$ cat src/rtl/ball_physics.sv
// ball_physics
//   Game-state and ball-kinematics engine feeding the frame renderer.
//   Once per frame_tick it advances the ball under gravity and resolves
//   player hits, side walls, ceiling, net and floor. It also runs the
//   serve / point-pause / game-over sequencing and keeps both scores.
//
// Ports
//   clk           system clock (same domain as the renderer)
//   reset_n       asynchronous active-low reset
//   frame_tick    one-cycle pulse per frame, after the visible area
//   start         one-cycle pulse, starts play from IDLE or GAMEOVER
//   player_cover  renderer flag: ball overlapped P1 this frame
//   COM_cover     renderer flag: ball overlapped P2 this frame
//   ball_x/ball_y ball top-left corner, registered
//   p1_score/p2_score  0..WIN_SCORE, registered
//   score_evt     one-cycle pulse on the cycle a score changes
//   game_over     high in GAMEOVER
//   winner        0 = P1, 1 = P2, valid while game_over is high
module ball_physics #(
  parameter int GRAVITY      = 1,
  parameter int VY_MAX       = 15,
  parameter int HIT_VY       = -14,
  parameter int HIT_VX       = 6,
  parameter int BALL_SZ      = 80,
  parameter int X_MAX        = 560,
  parameter int FLOOR_Y      = 400,
  parameter int NET_L        = 314,
  parameter int NET_R        = 326,
  parameter int NET_TOP      = 300,
  parameter int PAUSE_FRAMES = 60,
  parameter int WIN_SCORE    = 9,
  parameter int SERVE1_X     = 120,
  parameter int SERVE2_X     = 440,
  parameter int SERVE_Y      = 40
) (
  input  logic       clk,
  input  logic       reset_n,
  input  logic       frame_tick,
  input  logic       start,
  input  logic       player_cover,
  input  logic       COM_cover,
  output logic [9:0] ball_x,
  output logic [9:0] ball_y,
  output logic [3:0] p1_score,
  output logic [3:0] p2_score,
  output logic       score_evt,
  output logic       game_over,
  output logic       winner
);

  localparam logic signed [11:0] GRAV_S    = 12'(GRAVITY);
  localparam logic signed [11:0] VY_MAX_S  = 12'(VY_MAX);
  localparam logic signed [11:0] HIT_VY_S  = 12'(HIT_VY);
  localparam logic signed [11:0] HIT_VX_S  = 12'(HIT_VX);
  localparam logic signed [11:0] BALL_S    = 12'(BALL_SZ);
  localparam logic signed [11:0] X_MAX_S   = 12'(X_MAX);
  localparam logic signed [11:0] FLOOR_S   = 12'(FLOOR_Y);
  localparam logic signed [11:0] NET_L_S   = 12'(NET_L);
  localparam logic signed [11:0] NET_R_S   = 12'(NET_R);
  localparam logic signed [11:0] NET_TOP_S = 12'(NET_TOP);
  // Ball half-width and court centre line, used for side decisions.
  localparam logic signed [11:0] HALF_S    = 12'(BALL_SZ / 2);
  localparam logic signed [11:0] MID_S     = 12'((X_MAX + BALL_SZ) / 2);
  localparam logic [3:0]         WIN_S     = 4'(WIN_SCORE);
  localparam logic [6:0]         PAUSE_END = 7'(PAUSE_FRAMES - 1);

  typedef enum logic [1:0] {S_IDLE, S_PLAY, S_POINT, S_GAMEOVER} state_t;

  state_t            state, state_next;
  logic signed [11:0] vx, vx_next, vy, vy_next;
  logic [9:0]        ball_x_next, ball_y_next;
  logic [3:0]        p1_next, p2_next;
  logic              score_evt_next, game_over_next, winner_next;
  logic [6:0]        pause_cnt, pause_next;
  logic              serve, serve_next;  // 0 = P1 serves, 1 = P2 serves

  logic signed [11:0] cur_x, cur_y;
  logic signed [11:0] pvx, pvy, nx, ny, abs_vx;
  logic              land, land_left;

  assign cur_x = $signed({2'b00, ball_x});
  assign cur_y = $signed({2'b00, ball_y});

  // One physics step, evaluated every cycle but only committed on a
  // frame_tick while in PLAY.
  always_comb begin : physics
    pvx       = vx;
    pvy       = vy;
    nx        = '0;
    ny        = '0;
    abs_vx    = '0;
    land      = 1'b0;
    land_left = 1'b0;

    // Hits only count while not rising, so a ball still overlapping a
    // paddle after a hit is not struck again.
    if (!vy[11] && (player_cover || COM_cover)) begin
      pvy = HIT_VY_S;
      if (player_cover && COM_cover) pvx = '0;
      else if (player_cover)         pvx = HIT_VX_S;
      else                           pvx = -HIT_VX_S;
    end else begin
      pvy = vy + GRAV_S;
      if (pvy > VY_MAX_S) pvy = VY_MAX_S;
    end

    nx = cur_x + pvx;
    ny = cur_y + pvy;

    if (nx < 0) begin
      nx  = '0;
      pvx = -pvx;
    end else if (nx > X_MAX_S) begin
      nx  = X_MAX_S;
      pvx = -pvx;
    end

    if (ny < 0) begin
      ny  = '0;
      pvy = '0;
    end

    // Net: push the ball back to the side its previous centre was on.
    abs_vx = pvx[11] ? -pvx : pvx;
    if ((ny + BALL_S > NET_TOP_S) && (nx < NET_R_S) && (nx + BALL_S > NET_L_S)) begin
      if (cur_x + HALF_S < MID_S) begin
        nx  = NET_L_S - BALL_S;
        pvx = -abs_vx;
      end else begin
        nx  = NET_R_S;
        pvx = abs_vx;
      end
    end

    land      = (ny >= FLOOR_S);
    land_left = (nx + HALF_S < MID_S);
  end

  always_comb begin : next_state
    state_next     = state;
    ball_x_next    = ball_x;
    ball_y_next    = ball_y;
    vx_next        = vx;
    vy_next        = vy;
    p1_next        = p1_score;
    p2_next        = p2_score;
    score_evt_next = 1'b0;
    game_over_next = game_over;
    winner_next    = winner;
    pause_next     = pause_cnt;
    serve_next     = serve;

    case (state)
      S_IDLE: begin
        if (start) state_next = S_PLAY;
      end

      S_PLAY: begin
        if (frame_tick) begin
          ball_x_next = nx[9:0];
          ball_y_next = ny[9:0];
          vx_next     = pvx;
          vy_next     = pvy;
          if (land) begin
            ball_y_next    = 10'(FLOOR_Y);
            vx_next        = '0;
            vy_next        = '0;
            score_evt_next = 1'b1;
            pause_next     = '0;
            state_next     = S_POINT;
            // Landing on the left half is P2's point, and the scorer serves.
            if (land_left) begin
              p2_next    = (p2_score == WIN_S) ? p2_score : p2_score + 4'd1;
              serve_next = 1'b1;
            end else begin
              p1_next    = (p1_score == WIN_S) ? p1_score : p1_score + 4'd1;
              serve_next = 1'b0;
            end
          end
        end
      end

      S_POINT: begin
        if (frame_tick) begin
          if (pause_cnt == PAUSE_END) begin
            pause_next = '0;
            if (p1_score == WIN_S || p2_score == WIN_S) begin
              state_next     = S_GAMEOVER;
              game_over_next = 1'b1;
              winner_next    = (p2_score == WIN_S);
            end else begin
              ball_x_next = serve ? 10'(SERVE2_X) : 10'(SERVE1_X);
              ball_y_next = 10'(SERVE_Y);
              vx_next     = '0;
              vy_next     = '0;
              state_next  = S_PLAY;
            end
          end else begin
            pause_next = pause_cnt + 7'd1;
          end
        end
      end

      S_GAMEOVER: begin
        if (start) begin
          p1_next        = '0;
          p2_next        = '0;
          serve_next     = 1'b0;
          ball_x_next    = 10'(SERVE1_X);
          ball_y_next    = 10'(SERVE_Y);
          vx_next        = '0;
          vy_next        = '0;
          game_over_next = 1'b0;
          winner_next    = 1'b0;
          state_next     = S_PLAY;
        end
      end

      default: state_next = S_IDLE;
    endcase
  end

  always_ff @(posedge clk or negedge reset_n) begin
    if (!reset_n) begin
      state     <= S_IDLE;
      ball_x    <= 10'(SERVE1_X);
      ball_y    <= 10'(SERVE_Y);
      vx        <= '0;
      vy        <= '0;
      p1_score  <= '0;
      p2_score  <= '0;
      score_evt <= 1'b0;
      game_over <= 1'b0;
      winner    <= 1'b0;
      pause_cnt <= '0;
      serve     <= 1'b0;
    end else begin
      state     <= state_next;
      ball_x    <= ball_x_next;
      ball_y    <= ball_y_next;
      vx        <= vx_next;
      vy        <= vy_next;
      p1_score  <= p1_next;
      p2_score  <= p2_next;
      score_evt <= score_evt_next;
      game_over <= game_over_next;
      winner    <= winner_next;
      pause_cnt <= pause_next;
      serve     <= serve_next;
    end
  end

endmodule

$ cat config.mk
export PLATFORM = sky130hd
export DESIGN_NAME = ball_physics
export DESIGN_NICKNAME = d
export VERILOG_FILES = /design/src/rtl/ball_physics.sv
export SDC_FILE = /design/constraint.sdc
export NUM_CORES = 1
export LEC_CHECK = 0
export ABC_AREA = 1
export CAP_MARGIN = 20
export CORE_MARGIN = 2
export CORE_UTILIZATION = 30
export DETAILED_ROUTE_END_ITERATION = 8
export GPL_TIMING_DRIVEN = 0
export HOLD_SLACK_MARGIN = 0.08
export PLACE_DENSITY = 0.44
export SYNTH_ARGS = -nofsm -noshare
export SYNTH_HDL_FRONTEND = slang
export SYNTH_SLANG_ARGS = --single-unit
export TNS_END_PERCENT = 1
$ cat constraint.sdc
create_clock -name clk -period 15 [get_ports clk]
set_input_delay 3 -clock clk [delete_from_list [all_inputs] [get_ports clk]]
set_output_delay 3 -clock clk [all_outputs]
set_load 0.005 [all_outputs]
Yosys cells after proc, flatten, opt, wreduce, memory -nomap -nowiden
Index checks and enable logic that the tools add are counted.
{ "word_totals": {"out_inout_bits": 31, "input_bits": 6, "ff_bits": 65} }
{ "classes": {"add_sub_neg": 13, "magnitude_cmp": 10, "mux": 79, "n_reduce_logical": 20, "eq_ne": 18} }
{ "ops": {"columns": ["op", "n"], "rows": [
  ["two-way mux 12 bit", 23],
  ["two-way mux 10 bit", 11],
  ["case mux 12 bit (3 select lines)", 2],
  ["case mux 10 bit (3 select lines)", 2],
  ["two-way mux 4 bit", 9],
  ["negator 12 bit", 3],
  ["two-way mux 7 bit", 4],
  ["adder 11 x 12 -> 12 bit", 2],
  ["adder 12 x 8 -> 12 bit (second input constant)", 2],
  ["> comparator 12 x 10 -> 1 bit (second input constant)", 2],
  ["less-than comparator 12 x 1 -> 1 bit (second input constant)", 2],
  ["less-than comparator 12 x 10 -> 1 bit (second input constant)", 2],
  ["inequality test 2 bit (second input constant)", 11],
  ["two-way mux 9 bit", 2],
  ["AND reduction 6 bit", 3],
  ["case mux 4 bit (2 select lines)", 2],
  ["case mux 7 bit (2 select lines)", 1],
  ["two-way mux 1 bit", 13],
  ["adder 12 x 2 -> 12 bit (second input constant)", 1],
  ["adder 12 x 7 -> 12 bit (second input constant)", 1],
  ["greater-or-equal comparator 12 x 10 -> 1 bit (second input constant)", 1],
  ["> comparator 12 x 11 -> 1 bit (second input constant)", 1],
  ["> comparator 12 x 5 -> 1 bit (second input constant)", 1],
  ["two-way mux 2 bit", 6],
  ["other kinds (20)", 33]
]} }

Logic depth before layout (Yosys ltp)
Gate-level depths: netlist (run 1).
{ "depth": {"depth_word": 18, "ltp_mapped": 41, "depth_no_buf": 41} }

Worst setup path after synthesis (run 1)
Ideal clock, no wire load.
{ "synth_timing": {"path_type": "in2reg", "start": "input port COM_cover", "end": "register p2_score[0]", "t_arrival_ps": 6640, "cell_stages": 32, "setup_slack_ps": 8243, "t_required_ps": 14883, "cell_sequence": "o21ai_4 -> inv_2 -> nor2_2 -> ha_1 -> fa_1 -> inv_1 -> nand2_1 -> nor2_1 -> nand2_1 -> nand3_1 -> nand3_2 -> nand2_1 -> nand3_1 -> nand2_1 -> inv_1 -> ha_1 -> nor2_1 -> nand2_1 -> nor3_1 -> nand3_1 -> a21oi_1 -> nand2_1 -> nand4_2 -> nand2_1 -> nor2_1 -> nand3_1 -> nand2_1 -> nand3_2 -> nand2_2 -> nand3_2 -> nand2_1 -> nand2_1"} }
{ "synth_between": {"elab_chain_len": 15, "word_cells_on_any_way": 28, "cone_classes": "add/sub (5); order compare (8); eq/ne (2); mux (7); reduce/logical (6)"} }
{ "synth_rtl": {"columns": ["item", "line", "text"], "rows": [
  ["from (decl)", "41", "input logic COM_cover,"],
  ["logical AND 1 bit or logical OR 1 bit (tied branches)", "99, 97", null],
  ["two-way mux 12 bit or logical AND 1 bit (tied branches)", "99, 97", null],
  ["two-way mux 12 bit", "97", "if (!vy[11] && (player_cover || COM_cover)) begin"],
  ["adder 11 x 12 -> 12 bit, on equally long branches", "107, 108", null],
  ["> comparator 12 x 11 -> 1 bit or less-than comparator 12 x 1 -> 1 bit (tied branches)", "113, 118", null],
  ["two-way mux 12 bit, on equally long branches", "113, 118", null],
  ["two-way mux 12 bit or adder 12 x 8 -> 12 bit (tied branches)", "110, 125", null],
  ["adder 12 x 8 -> 12 bit (tied with other cells)", "125", "if ((ny + BALL_S > NET_TOP_S) && (nx < NET_R_S) && (nx + BALL_S > NET_L_S)) begin"],
  ["> comparator 12 x 10 -> 1 bit or logical AND 1 bit (tied branches)", "125", null],
  ["logical AND 1 bit", "125", null],
  ["two-way mux 12 bit", "125", null],
  ["adder 12 x 7 -> 12 bit", "136", "land_left = (nx + HALF_S < MID_S);"],
  ["less-than comparator 12 x 10 -> 1 bit", "136", null],
  ["inequality test 2 bit (no line)", null, null],
  ["AND reduction 6 bit (no line) *", null, null],
  ["to (signal assigned)", "244", "p2_score <= p2_next;"],
  ["to (decl)", "45", "output logic [3:0] p2_score,"]
]} }
Every way passes the cells marked *; elsewhere a longest branch is shown, timed or not.
A chain may end at the register's enable or synchronous reset.

Final worst setup path (run 1)
{ "layout_timing": {"start": "input port COM_cover", "end": "register p2_score[1]"} }
The elaborated chain is that of the path after synthesis.

==> results of run 1 <==
sequential cells by signal (all words and copies together), names as in the netlist:
signal and count:
ball_x 10, serve 1, vx 12, vy 12
state 2, winner 1, game_over 1, p1_score 4
pause_cnt 7, score_evt 1, p2_score 4, ball_y 10
final cells by class:
type | instances | area (um^2) | area share, %
sequential | 65 | 1630 | 23.1
multi-input combinational | 669 | 3800 | 53.8
tap | 265 | 332 | 4.69
timing repair buffer | 37 | 385 | 5.45
inverter | 138 | 522 | 7.38
buffer | 14 | 66.3 | 0.938
clock inverter | 7 | 101 | 1.43
clock buffer | 9 | 225 | 3.19
per-stage QoR:
stage          total power [W]  cells  area [um^2]  utilization (%)  worst slack (ns)
2_1_floorplan          0.00115    886         6030                -              8.24
3_3_place_gp           0.00150   1187         6720             34.3              6.41
3_5_place_dp           0.00149   1188         6740             34.4              6.52
4_1_cts                0.00174   1204         7070             36.1              6.85
5_1_grt                0.00190   1204         7070             36.1              6.34
6_report               0.00172   1204         7070             36.1              6.94
synthesized netlist by cell type (2+ instances only):
master / number / area, um^2
clkbuf_1: 10 / 37.5
xnor2_1: 6 / 52.6
inv_2: 13 / 48.8
a21oi_2: 3 / 26.3
nand2_2: 14 / 87.6
and3_1: 2 / 12.5
o21ai_4: 2 / 32.5
nand2_1: 238 / 893
nor2_4: 4 / 45.0
o21bai_1: 2 / 15.0
nand3b_1: 3 / 22.5
o211ai_1: 5 / 37.5
o21ai_2: 2 / 17.5
nand2_4: 2 / 22.5
dfstp_2: 6 / 158
o221ai_1: 2 / 17.5
o32ai_1: 6 / 52.6
dfrtp_1: 59 / 1480
nor3b_1: 2 / 15.0
xor2_1: 20 / 175
nor2_1: 67 / 251
a21oi_1: 50 / 250
inv_1: 122 / 458
nand4_1: 20 / 125
nand3_1: 69 / 345
ha_1: 37 / 463
nor3_1: 12 / 60.1
o22ai_1: 3 / 18.8
o21ai_0: 44 / 220
fa_1: 2 / 40.0
a32o_1: 3 / 30.0
nand3_2: 8 / 80.1
a31oi_1: 3 / 18.8
o21a_1: 2 / 15.0
xor2_2: 4 / 65.1
buf_2: 2 / 10.0
nor2_2: 5 / 31.3
a22o_1: 2 / 17.5
nor3_2: 2 / 20.0
o21ai_1: 7 / 35.0
logic make-up (layout without fill, tap and decap cells):
logic type	Yosys count	count (layout)	synth area share (%)
DFF	65	65	27.1
and+or+nand+nor	457	457	35.3
xor gates and xnor gates	31	31	5.31
buffers and inverters	152	205	9.76
adders and majority gates	39	39	8.35
AOI/OAI and AO/OA	142	142	14.2
path summary, 6_finish.rpt:
| path | start | to | slack (ns) |
|---|---|---|---|
| hold reg to reg | vx[9] | vx[9] | 0.48 |
| setup reg to reg | vy[2] | p2_score[1] | 8.19 |
| max in group asynchronous | reset_n | ball_x[4] | 11.82 |
| hold / removal | vx[9] | vx[9] | 0.48 |
| min in group asynchronous | reset_n | ball_y[2] | 2.57 |
| setup / recovery | COM_cover | p2_score[1] | 6.94 |
layer usage:
layer	GRT usage [%]	vias up	part of all wire [%]
li1	-	2989	-
met1	24.0	2703	49
met2	29.6	88	47
met3	2.92	17	2.5
met4	4.71	0	1.3
met5	0	-	0
tightest hold or removal path: stages (launching register included):
cell and delay (ns):
dfrtp_1 0.34, nand2_1 0.05, nand2_1 0.05
power groups by stage:
stage	combinational (W)	sequential, W	clock [W]
after floorplan	0.000867	0.000279	0
after global placement	0.00120	0.000299	0
after detailed placement	0.00119	0.000297	0
after CTS	0.00120	0.000295	0.000246
after global routing	0.00135	0.000302	0.000254
final	0.00119	0.000294	0.000238
==> results.ini, run 1 <==
[run_status]
status = finished clean

[clock_tree]
htreeDepth = 3
clkTransAtPathRegs_ns = 0.06
clkLatencyLatePin_ns = 0.35
post_cts_buffers = 0
clockBufferDepth = 2
cts_hold_buf = 0
clockRootBuffer = clkbuf_16
cts_tree = done
numCtsBuffers = 9
post_cts_resized = 0
cts_sinks = 65

[die]
design.core.area_mm2 = 0.0196
start_util_pct = 30.8
die_area_mm2 = 0.0212
rows = 51
die_h_um = 146
pin_count = 37
die_x_um = 146

[worst_setup_path]
cp_slowest_cell = clkdlybuf4s50_1
cp_num_buf_inv = 5
arrival_ns = 8.30
worst_setup_path_end_kind = flop
rr_worst_depth = 36
cp_top_family = simple AND/OR/NAND/NOR gates
max_stage_delay_ns = 0.55
startpoint_type = input port
worstPathRequired_ns = 15.24
path_max_fanout = 9
path_common_cell = nand2_1
path_class = input port to flop
cp_num_cells = 31

[placement]
globalplace.congestion = 0.857
hpwl_um = 14700
io_buffers = 36

[timing]
final.setup_skew_ns = 0.0158
fin_tns_setup_ns = 0
holdWs_ns = 0.478
tightest_slew_ns = 0.800
maxSlewHeadroom_pct = 46.7
finalCritPeriodShare_pct = 53.7
finalCriticalPeriod_ns = 8.06
setup_viol = 0
maxSlewViolCount = 0
rsz0062_at_grt = no
fmax_mhz = 124
hold_violations = 0

[global_route]
grt_max_degree = 42
grt_overflow_total = 0
grt_antenna_before_repair = 0
grt_pass1_wl_um = 29900
grtUsageTotal_pct = 17.8
grt_pass1_vias = 5520

[route]
wl_per_cell_um = 15.3
drt-vias-per-instance = 4.81
drt-initial-drc-count = 280
firstDrtPassIters = 5
antenna_left = 0
vias = 5797
wirelength_um = 18500
drc_errors = 0

[cells_and_area]
fillers = 2192
drive_above_1_share_pct = 10.5
diodes = 0
areaGrowthSynthToFinish_pct = 17.3
nNetsFinal = 979
final_cell_mix = nand2_1, inv_1, nand3_1
final_common_cell = nand2_1

[worst_hold_path]
hold_class = flop to flop
whs_path_depth = 2

[run]
drv_cap = 0

[yosys]
synth_seq_cells = 65
synth-edff-count = 0
ys_seq_area_share_pct = 27.1
synth_cell_type_count = 61
yosysWarnings = 0
synth_flop_cell = dfrtp_1
syn_nets = 931
synthCells = 886
ys_async_sr_fraction_pct = 100
avgSynthCellArea_um2 = 6.80
syn_area_mm2 = 0.00603

[power]
p_int_w = 0.000783
leakage_nw = 3.45
power_frac_clock_pct = 13.8
pwr-share-seq_pct = 17.1
p_comb_share_pct = 69.1
switchingPower_w = 0.000942
power.density_mw_per_mm2 = 244
peakVddDrop_v = 0.0000767
p_sw_share_pct = 54.6

No activity file was read; power rests on OpenSTA's default activity.
==> run 2: changes to the inputs <==
clock period = 8.35 ns   (was 15 ns; I/O delays follow)
==> results of run 2 <==
The final DEF is identical to that of run 1. Status: finished clean.
Among the figures that moved: setup slack after placement 6.52 ns -> 1.20 ns; setup slack after layout 6.94 ns -> 1.54 ns; start point of the critical path COM_cover -> vy[2]; register-to-register setup slack 8.19 ns -> 1.54 ns; total power 0.00172 W -> 0.00310 W; worst IR drop on VDD 0.0000767 V -> 0.000138 V
